<file path="config.mk">
export PLATFORM = sky130hd
export DESIGN_NAME = cnn_frame_sequencer
export DESIGN_NICKNAME = d
export VERILOG_FILES = /design/src/rtl/cnn_frame_sequencer.sv
export SDC_FILE = /design/constraint.sdc
export NUM_CORES = 1
export LEC_CHECK = 0
export BUFFER_PORTS_ARGS = -buffer_cell sky130_fd_sc_hd__buf_2
export CAP_MARGIN = 0
export CORE_UTILIZATION = 46
export DETAILED_ROUTE_END_ITERATION = 10
export HOLD_SLACK_MARGIN = 0.02
export PLACE_DENSITY = 0.71
export SKIP_LAST_GASP = 1
export SYNTH_ARGS = -nofsm -noshare
export SYNTH_HDL_FRONTEND = slang
export SYNTH_SLANG_ARGS = --single-unit
</file>
<file path="constraint.sdc">
create_clock -name clk -period 3 [get_ports clk]
set_clock_uncertainty 0.1 [all_clocks]
set_input_delay 0.9 -clock clk [delete_from_list [all_inputs] [get_ports clk]]
set_output_delay 0.9 -clock clk [all_outputs]
set_load 0.05 [all_outputs]
</file>
<file path="src/rtl/cnn_frame_sequencer.sv">
// Frame-level sequencer for the CNN classifier: streams one ROM image into conv1,
// tracks per-stage beat counts, waits for the argmax result and emits an ASCII letter.
module cnn_frame_sequencer #(
  parameter int IX          = 28,
  parameter int IY          = 28,
  parameter int I_F_BW      = 8,
  parameter int IMG_NUM     = 16,
  parameter int CONV1_BEATS = 576,
  parameter int POOL_BEATS  = 144,
  parameter int CONV2_BEATS = 64,
  parameter int CLS_BW      = 5,
  parameter int TIMEOUT     = 4096
) (
  input  logic                               clk,
  input  logic                               reset,
  input  logic                               i_start,
  input  logic [3:0]                         sw,
  output logic [$clog2(IMG_NUM*IX*IY)-1:0]   o_rom_addr,
  input  logic [I_F_BW-1:0]                  i_rom_data,
  output logic                               o_dp_clear,
  output logic                               o_pix_valid,
  output logic [I_F_BW-1:0]                  o_pixel,
  input  logic                               i_conv1_valid,
  input  logic                               i_pool_valid,
  input  logic                               i_conv2_valid,
  input  logic                               i_cls_valid,
  input  logic [CLS_BW-1:0]                  i_cls_idx,
  output logic                               o_busy,
  output logic                               out_valid,
  output logic [7:0]                         alpha,
  output logic                               o_error
);

  localparam int PIX_NUM = IX * IY;
  localparam int ADDR_W  = $clog2(IMG_NUM * IX * IY);
  localparam int PIX_W   = $clog2(PIX_NUM);
  localparam int C1_W    = $clog2(CONV1_BEATS + 1);
  localparam int PL_W    = $clog2(POOL_BEATS + 1);
  localparam int C2_W    = $clog2(CONV2_BEATS + 1);
  localparam int WD_W    = $clog2(TIMEOUT + 1);

  typedef enum logic [2:0] {
    S_IDLE,
    S_CLEAR,
    S_LOAD,
    S_DRAIN,
    S_WAIT_CLS,
    S_DONE
  } state_t;

  state_t              state;
  state_t              state_nxt;
  logic [3:0]          img_sel;
  logic [PIX_W-1:0]    pix_cnt;
  logic [ADDR_W-1:0]   rom_addr;
  logic                pix_valid;
  logic [C1_W-1:0]     conv1_cnt;
  logic [PL_W-1:0]     pool_cnt;
  logic [C2_W-1:0]     conv2_cnt;
  logic [WD_W-1:0]     wd_cnt;
  logic                error_q;
  logic                out_valid_q;
  logic [7:0]          alpha_q;

  logic counting;
  logic watching;
  logic any_valid;
  logic conv1_full;
  logic pool_full;
  logic conv2_full;
  logic last_pix;
  logic wd_expire;
  logic cls_accept;
  logic err_set;

  function automatic logic [7:0] idx_to_ascii(input logic [CLS_BW-1:0] idx);
    if (idx < CLS_BW'(26)) return 8'h41 + 8'(idx);
    else                   return 8'h3F;
  endfunction

  assign counting   = (state == S_LOAD) || (state == S_DRAIN) || (state == S_WAIT_CLS);
  assign watching   = (state == S_DRAIN) || (state == S_WAIT_CLS);
  assign any_valid  = i_conv1_valid || i_pool_valid || i_conv2_valid || i_cls_valid;
  assign conv1_full = (conv1_cnt == C1_W'(CONV1_BEATS));
  assign pool_full  = (pool_cnt  == PL_W'(POOL_BEATS));
  assign conv2_full = (conv2_cnt == C2_W'(CONV2_BEATS));
  assign last_pix   = (pix_cnt == PIX_W'(PIX_NUM - 1));
  assign wd_expire  = watching && !any_valid && (wd_cnt == WD_W'(TIMEOUT - 1));
  assign cls_accept = (state == S_WAIT_CLS) && i_cls_valid;

  // Any of these conditions latches the sticky error flag for the current frame.
  assign err_set = (counting && ((i_conv1_valid && conv1_full) ||
                                 (i_pool_valid  && pool_full)  ||
                                 (i_conv2_valid && conv2_full)))
                || (i_cls_valid && (state != S_WAIT_CLS))
                || wd_expire
                || (cls_accept && (i_cls_idx >= CLS_BW'(26)));

  // NOTE: next-state is assigned its hold value first so no path leaves it unassigned (no latch).
  always_comb begin
    state_nxt = state;
    case (state)
      S_IDLE:     if (i_start) state_nxt = S_CLEAR;
      S_CLEAR:    state_nxt = S_LOAD;
      S_LOAD:     if (last_pix) state_nxt = S_DRAIN;
      S_DRAIN: begin
        if (wd_expire)                                state_nxt = S_DONE;
        else if (conv1_full && pool_full && conv2_full) state_nxt = S_WAIT_CLS;
      end
      S_WAIT_CLS: if (i_cls_valid || wd_expire) state_nxt = S_DONE;
      S_DONE:     state_nxt = S_IDLE;
      default:    state_nxt = S_IDLE;
    endcase
  end

  // NOTE: all registers below use non-blocking assignments so every flop samples pre-edge values.
  always_ff @(posedge clk) begin
    if (reset) begin
      state       <= S_IDLE;
      img_sel     <= '0;
      pix_cnt     <= '0;
      rom_addr    <= '0;
      pix_valid   <= 1'b0;
      conv1_cnt   <= '0;
      pool_cnt    <= '0;
      conv2_cnt   <= '0;
      wd_cnt      <= '0;
      error_q     <= 1'b0;
      out_valid_q <= 1'b0;
      alpha_q     <= '0;
    end else begin
      state       <= state_nxt;
      pix_valid   <= (state == S_LOAD);
      out_valid_q <= (state_nxt == S_DONE);

      if ((state == S_IDLE) && i_start) img_sel <= sw;

      if (state == S_CLEAR) begin
        pix_cnt  <= '0;
        rom_addr <= ADDR_W'(img_sel) * ADDR_W'(PIX_NUM);
      end else if ((state == S_LOAD) && !last_pix) begin
        pix_cnt  <= pix_cnt + 1'b1;
        rom_addr <= rom_addr + 1'b1;
      end

      if (state == S_CLEAR) begin
        conv1_cnt <= '0;
        pool_cnt  <= '0;
        conv2_cnt <= '0;
      end else if (counting) begin
        if (i_conv1_valid && !conv1_full) conv1_cnt <= conv1_cnt + 1'b1;
        if (i_pool_valid  && !pool_full)  pool_cnt  <= pool_cnt  + 1'b1;
        if (i_conv2_valid && !conv2_full) conv2_cnt <= conv2_cnt + 1'b1;
      end

      // Watchdog measures consecutive cycles without any datapath activity.
      if (!watching || any_valid) wd_cnt <= '0;
      else                        wd_cnt <= wd_cnt + 1'b1;

      if (err_set)                           error_q <= 1'b1;
      else if ((state == S_IDLE) && i_start) error_q <= 1'b0;

      if (state_nxt == S_DONE) alpha_q <= cls_accept ? idx_to_ascii(i_cls_idx) : 8'h3F;
    end
  end

  assign o_rom_addr  = rom_addr;
  assign o_dp_clear  = (state == S_CLEAR);
  assign o_pix_valid = pix_valid;
  assign o_pixel     = pix_valid ? i_rom_data : '0;
  assign o_busy      = (state != S_IDLE);
  assign out_valid   = out_valid_q;
  assign alpha       = alpha_q;
  assign o_error     = error_q;

endmodule

</file>
==> results of run 1 <==
## placed cells by master (no fill, tap or decap), drive strengths merged, types with 3 or more instances in the layout
cell type	n
xor2	34
a21oi	21
inv	22
clkbuf	11
and2	14
buf	62
nor4	5
xnor2	17
a211oi	5
or3b	3
clkinv	3
and4	4
nand2b	3
nand3	25
and3	15
dfxtp	79
o21ai	7
or3	6
a221oi	5
mux2i	5
nand2	26
nand4	15
a31oi	7
nor2	68
ha	19
## layer usage
layer	up-vias	global-route usage (%)
met5	-	0
met4	0	4.87
met3	11	5.74
met2	76	32.3
met1	1519	22.5
li1	1674	-
## registers in the layout, indices dropped and copies added (netlist names), 3 cells and up
signal,flops
pix_cnt,10
state,3
alpha,7
conv2_cnt,7
wd_cnt,13
img_sel,4
o_rom_addr,14
conv1_cnt,10
pool_cnt,8
## final timing paths
| kind | from | endpoint | slack, ns | cells after the start |
|---|---|---|---|---|
| setup / recovery | state[0] | o_dp_clear | 0.14 | 3 |
| hold / removal | wd_cnt[0] | wd_cnt[0] | 0.34 | 1 |
| setup reg to reg | state[1] | o_rom_addr[10] | 0.68 | 5 |
| hold reg to reg | wd_cnt[0] | wd_cnt[0] | 0.34 | 1 |
## report_power, final
group	leakage (nW)	internal (mW)	switching (mW)
logic	1.09	0.0688	0.151
clock network	0.0850	0.314	0.356
registers	0.638	1.07	0.0233
## critical path, stage by stage, from the launching register on
cell	delay, ns
dfxtp_1	0.43
or3b_2	0.60
inv_2	0.20
buf_2	0.29
## final cells by class
class	instances	area (um^2)
Sequential cell	79	1580
Inverter	22	82.6
Fill cell	794	3750
Timing Repair Buffer	62	323
Tap cell	105	131
Clock inverter	4	22.5
Multi-Input combinational cell	332	2140
Clock buffer	11	141
## kinds of logic (layout without fill, tap and decap cells)
kind of cell / Yosys count / count (layout)
xor gates and xnor gates: 51 / 51
and+or+nand+nor: 195 / 195
DFF: 79 / 79
adders and majority gates: 19 / 19
buffers and inverters: 37 / 99
muxes: 5 / 5
AOI/OAI and AO/OA: 61 / 61
other: 1 / 1
## metrics by stage
stage	cell area [um^2]	worst slack (ns)	std cells
2_1_floorplan	3880	0.481	448
3_3_place_gp	4260	0.365	600
3_5_place_dp	4260	0.296	600
4_1_cts	4420	0.114	615
5_1_grt	4420	0.0286	615
6_report	4420	0.136	615
==> results.md, run 1 <==
- Status: finished clean
- Clk_lat worst skew: 0.35 ns
- Core Area: 8180 um^2
- Maximum vdd drop: 0.000315 V
- Buffers on Ports: 57
- Post-Synth XOR/XNOR Area: 11.5%
- Final cell utilization of the core: 54.1%
- Slew margin rel.: 56.3%
- Maxcap violations: 0
- Post-synth ARST share: 0%
- Top cells by area, synth: dfxtp_1 (41%), xor2_1 (7.7%), nor2_1 (6.6%), ha_1 (6.1%), xnor2_1 (3.8%)
- Seq cells post-synth: 79
- Top sig layer: met4
- Critical Path AT: 1.86 ns
- Total global routing track utilization: 18.7%
- Tot Pwr: 1.98 mW
- Post-CTS Setup Inserts: 0
- Hold Path Class: flip-flop to flip-flop
- WS Path Type: flip-flop to primary output
- # DRC: 0
- Top-area cell type share of the netlist area: 40.8%
- N_diodes: 0
- Mux cell area share after synthesis: 1.29%
- Synth Area in Simple Gates: 25.6%
- Pwr Density: 448 nW/um^2
- Grt ovf: 0
- RSZ-0062 raised after global routing: false
- Drt total wl: 7680 um
- Cell taking the most area after synthesis: dfxtp_1
- Detailed Routing Iterations Pass 1: 4
- Routed Antenna Nets: 0
- Largest family of logic cells by synthesized area: simple AND/OR/NAND/NOR gates
- Post-Synth Adder-Cell Area: 6.13%
- Site row count: 33
- Clk buf depth: 2
- Startpoint type of the worst setup path: flip-flop
- Post-Syn Area: 3880 um^2
- Synth Area in Compound Gates: 10.6%
- Vias per cell: 5.33
- Worst-path clk slew: 0.07 ns
- Vias: 3280
- CP max FO: 10
- Element type at the critical path end: primary output
- Cells after Synth: 448
- Most frequent cells after synthesis: dfxtp_1 (79), nor2_1 (68), xor2_1 (34)
- Fmax: 349 MHz
- Routed wl met3: 426 um
- Die width: 93.8 um
- Global-route wire length before repair: 13200 um
- DR WL met2: 3660 um
- Synth-to-layout area growth: 14.1%
- H-tree depth: 3
- Initial antenna violation count: 0
- Initial Util: 47.4%
- I/O pin count: 59
- Slew @ Worst Pin: 0.654 ns
- Nets: 549
- Clock buffer count from CTS: 9
- Vias in the first global route: 2998
- Post-synth top flop: dfxtp_1
- Total number of yosys warnings: 0
- Fin crit share: 95.5%
- Fraction of the yosys area taken by sequential cells: 40.8%
- Post-synth EDFFs: 0
- Post-synth cell types: 52
- Share of layout cells above drive strength 1: 16.1%
- Clk sink count: 79
- Metal1 wirelength: 3490 um
- Leak pwr: 1.82 nW
- Clk root buf: clkbuf_8
- Largest net degree at the start of global routing: 40
- Critical path data required time: 2.00 ns
- Die Ht: 93.8 um
- Fin Hold WS: 0.340 ns
- Setup TNS: 0 ns
- Mean post-synth cell area: 8.66 um^2
- Gpl congestion: 0.871
- CTS tree: built
- DR iter-0 viols: 140
- Setup violators final: 0
- DP Wirelength: 5570 um
- Clock period minus worst slack: 2.86 ns
- Most common cell in the netlist: dfxtp_1
- CTS Hold Bufs: 0
- WL per Instance: 12.5 um
- Die ar.: 8800 um^2
- Final Hold Viols: 0
- Syn Nets: 491
- CTS resizes: 0
- Count of pins over their slew limit: 0
No activity file was read; power rests on OpenSTA's default activity.
==> run 2: changes to the inputs <==
--- a/config.mk
+++ b/config.mk
@@ -7,6 +7,7 @@
 export LEC_CHECK = 0
 export BUFFER_PORTS_ARGS = -buffer_cell sky130_fd_sc_hd__buf_2
 export CAP_MARGIN = 0
+export CORE_MARGIN = 2
 export CORE_UTILIZATION = 46
 export DETAILED_ROUTE_END_ITERATION = 10
 export HOLD_SLACK_MARGIN = 0.02
==> constraint.sdc (replaced) <==
create_clock -name clk -period 3.65 [get_ports clk]
set_clock_uncertainty 0.1 [all_clocks]
set_input_delay 1.095 -clock clk [delete_from_list [all_inputs] [get_ports clk]]
set_output_delay 1.095 -clock clk [all_outputs]
set_load 0.05 [all_outputs]
==> run 2 against run 1 <==
Against the previous run: sequential power shrank 18%; critical path depth is the same; worst setup slack gained 0.41 ns; power shrank 13%; sequential cell count is the same; largest cell class unchanged; combinational power shrank 17%; utilization grew 0.14 points; clock power shrank 4.3%; routed wire length grew 3.5%.
==> results.md, run 2 (synthesized netlist as in run 1, its figures left out) <==
- Status: finished clean (unchanged)
- Maximum vdd drop: 0.000255 V (was 0.000315 V)
- Hold Path Class: flip-flop to flip-flop (unchanged)
- Clk root buf: clkbuf_8 (unchanged)
- DP Wirelength: 5660 um (was 5570 um)
- Clk pwr share: 37.3% (was 33.8%)
- Max reg flops: 14 (unchanged)
- Clock buffer count from CTS: 9 (unchanged)
- Final Instance Count excl. Fillers: 613 (was 615)
- Final Hold Viols: 0 (unchanged)
- Post-CTS Setup Inserts: 0 (unchanged)
- N_diodes: 0 (unchanged)
- Critical Path Max Stage Delay: 0.61 ns (was 0.60 ns)
- Bufs and invs on worst path: 2 (unchanged)
- Largest net degree at the start of global routing: 40 (unchanged)
- Critical Path Sink: o_dp_clear (unchanged)
- Vias in the first global route: 3028 (was 2998)
- CTS resizes: 0 (unchanged)
- Sw frac: 26.5% (was 26.8%)
- Critical R2R Launch: state[2] (was state[1])
- Die ar.: 9180 um^2 (was 8800 um^2)
- Die width: 95.8 um (was 93.8 um)
- Element type at the critical path end: primary output (unchanged)
- CP Cell Sequence: or3b_2 -> inv_2 -> buf_2 (unchanged)
- DR iter-0 viols: 113 (was 140)
- Initial antenna violation count: 0 (unchanged)
- Clk sink count: 79 (unchanged)
- Die Ht: 95.8 um (was 93.8 um)
- Crit. path cell count: 3 (unchanged)
- Clock period minus worst slack: 3.10 ns
- P_int: 1.26 mW (was 1.45 mW)
- CTS Hold Bufs: 0 (unchanged)
- Slew @ Worst Pin: 0.837 ns (was 0.654 ns)
- CP Launch Point: state[0] (unchanged)
- Clk_lat worst skew: 0.35 ns (about the same)
- Synth-to-layout area growth: 14.4% (was 14.1%)
- Total global routing track utilization: 18.0% (was 18.7%)
- Setup TNS: 0 ns (unchanged)
- Fmax: 322 MHz
- Gpl congestion: 0.831 (was 0.871)
- Leading cell type in the layout, fill and taps excluded: dfxtp_1 (unchanged)
- NetSw: 456 uW (was 530 uW)
- Top Family by Delay on Critical Path: simple AND/OR/NAND/NOR gates (unchanged)
- Global-route wire length before repair: 13100 um (was 13200 um)
- # DRC: 0 (unchanged)
- WS Path Type: flip-flop to primary output (unchanged)
- Worst-case reg-to-reg path depth: 5 (unchanged)
- Site row count: 33 (unchanged)
- Combinational cell fraction of total power: 10.6% (was 11.1%)
- Reg2reg setup slack: 1.15 ns (was 0.68 ns)
- Vias: 3278 (was 3280)
- Critical R2R Capture: pool_cnt[5] (was o_rom_addr[10])
- Drt total wl: 7950 um (was 7680 um)
- Commonest cells after routing, fill and taps aside: dfxtp_1 (79), nor2_1 (68), buf_2 (57) (unchanged)
- Nets: 546 (was 549)
- Core Area: 8180 um^2 (unchanged)
- Initial Util: 47.4% (unchanged)
- Critical path data required time: 2.45 ns (was 2.00 ns)
- Sequential power share: 52.1% (was 55.1%)
- H-tree depth: 3 (unchanged)
- WL per Instance: 13.0 um (was 12.5 um)
- Share of layout cells above drive strength 1: 15.9% (was 16.1%)
- Count of pins over their slew limit: 0 (unchanged)
- Leak pwr: 1.82 nW (about the same)
- Maxcap violations: 0 (unchanged)
- Detailed Routing Iterations Pass 1: 4 (unchanged)
- Clk buf depth: 2 (unchanged)
- Slew margin rel.: 42.8% (was 56.3%)
- Dpl cells: 597 (was 600)
- Worst-path clk slew: 0.08 ns (was 0.07 ns)
- CP max FO: 10 (unchanged)
- Buffers on Ports: 57 (unchanged)
- Critical Path AT: 1.91 ns (was 1.86 ns)
- Setup violators final: 0 (unchanged)
- RSZ-0062 raised after global routing: false (unchanged)
- Startpoint type of the worst setup path: flip-flop (unchanged)
- Fin crit share: 85.1%
- I/O pin count: 59 (unchanged)
- Pwr Density: 388 nW/um^2 (was 448 nW/um^2)
- Routed Antenna Nets: 0 (unchanged)
- Vias per cell: 5.35 (was 5.33)
- Grt ovf: 0 (unchanged)
- CTS tree: built (unchanged)
- Slowest stage cell, crit path: or3b_2 (unchanged)
run 2: metrics by stage:
stage / hold WS (ns) / area (um^2) / util, % / power, mW / setup WS [ns]
after global routing: 0.397 / 4440 / 54.3 / 1.80 / 0.431
after detailed placement: 0.341 / 4240 / 51.8 / 1.10 / 0.621
after floorplan: 0.313 / 3880 / - / 1.04 / 0.936
after global placement: 0.323 / 4240 / 51.8 / 1.09 / 0.703
final: 0.353 / 4440 / 54.3 / 1.72 / 0.545
after CTS: 0.356 / 4440 / 54.3 / 1.74 / 0.536
run 2: worst register-to-register path: cells and delay by family, from the launching register on:
kind / cells / cell delay [ns]
compound gates: 1 / 0.80
xor+xnor: 1 / 0.12
flops: 1 / 0.47
simple gates: 3 / 0.88
run 2: cell type report:
cell class	instances	area, um^2
multi-input combinational	332	2140
fill	792	3740
clock buffer	10	138
clock inverter	6	60.1
inverter	22	82.6
sequential	79	1580
tap	105	131
timing repair buffer	59	300
run 2: how the worst min path moves through the flow:
stage | slack, ns | cells past startpoint | startpoint | to
2_1_floorplan | 0.31 | 1 | wd_cnt[0] | wd_cnt[0]
3_3_place_gp | 0.32 | 1 | wd_cnt[0] | wd_cnt[0]
3_5_place_dp | 0.34 | 1 | wd_cnt[0] | wd_cnt[0]
4_1_cts | 0.36 | 1 | wd_cnt[0] | wd_cnt[0]
5_1_grt | 0.40 | 1 | wd_cnt[0] | wd_cnt[0]
6_report | 0.35 | 1 | wd_cnt[0] | wd_cnt[0]
run 2: power by group through the flow:
stage	logic, mW	clock network [mW]	registers [mW]
6_report	0.182	0.641	0.896
5_1_grt	0.201	0.696	0.899
4_1_cts	0.182	0.665	0.896
3_5_place_dp	0.182	0	0.916
3_3_place_gp	0.178	0	0.916
2_1_floorplan	0.106	0	0.937
run 2: per-layer routing:
| layer | vias up | part of all wire (%) | track usage (%) |
|---|---|---|---|
| met5 | - | 0 | 0 |
| met4 | 0 | 1.1 | 5.00 |
| met3 | 11 | 5.4 | 4.86 |
| met2 | 85 | 47 | 32.3 |
| met1 | 1511 | 46 | 21.2 |
| li1 | 1671 | - | - |
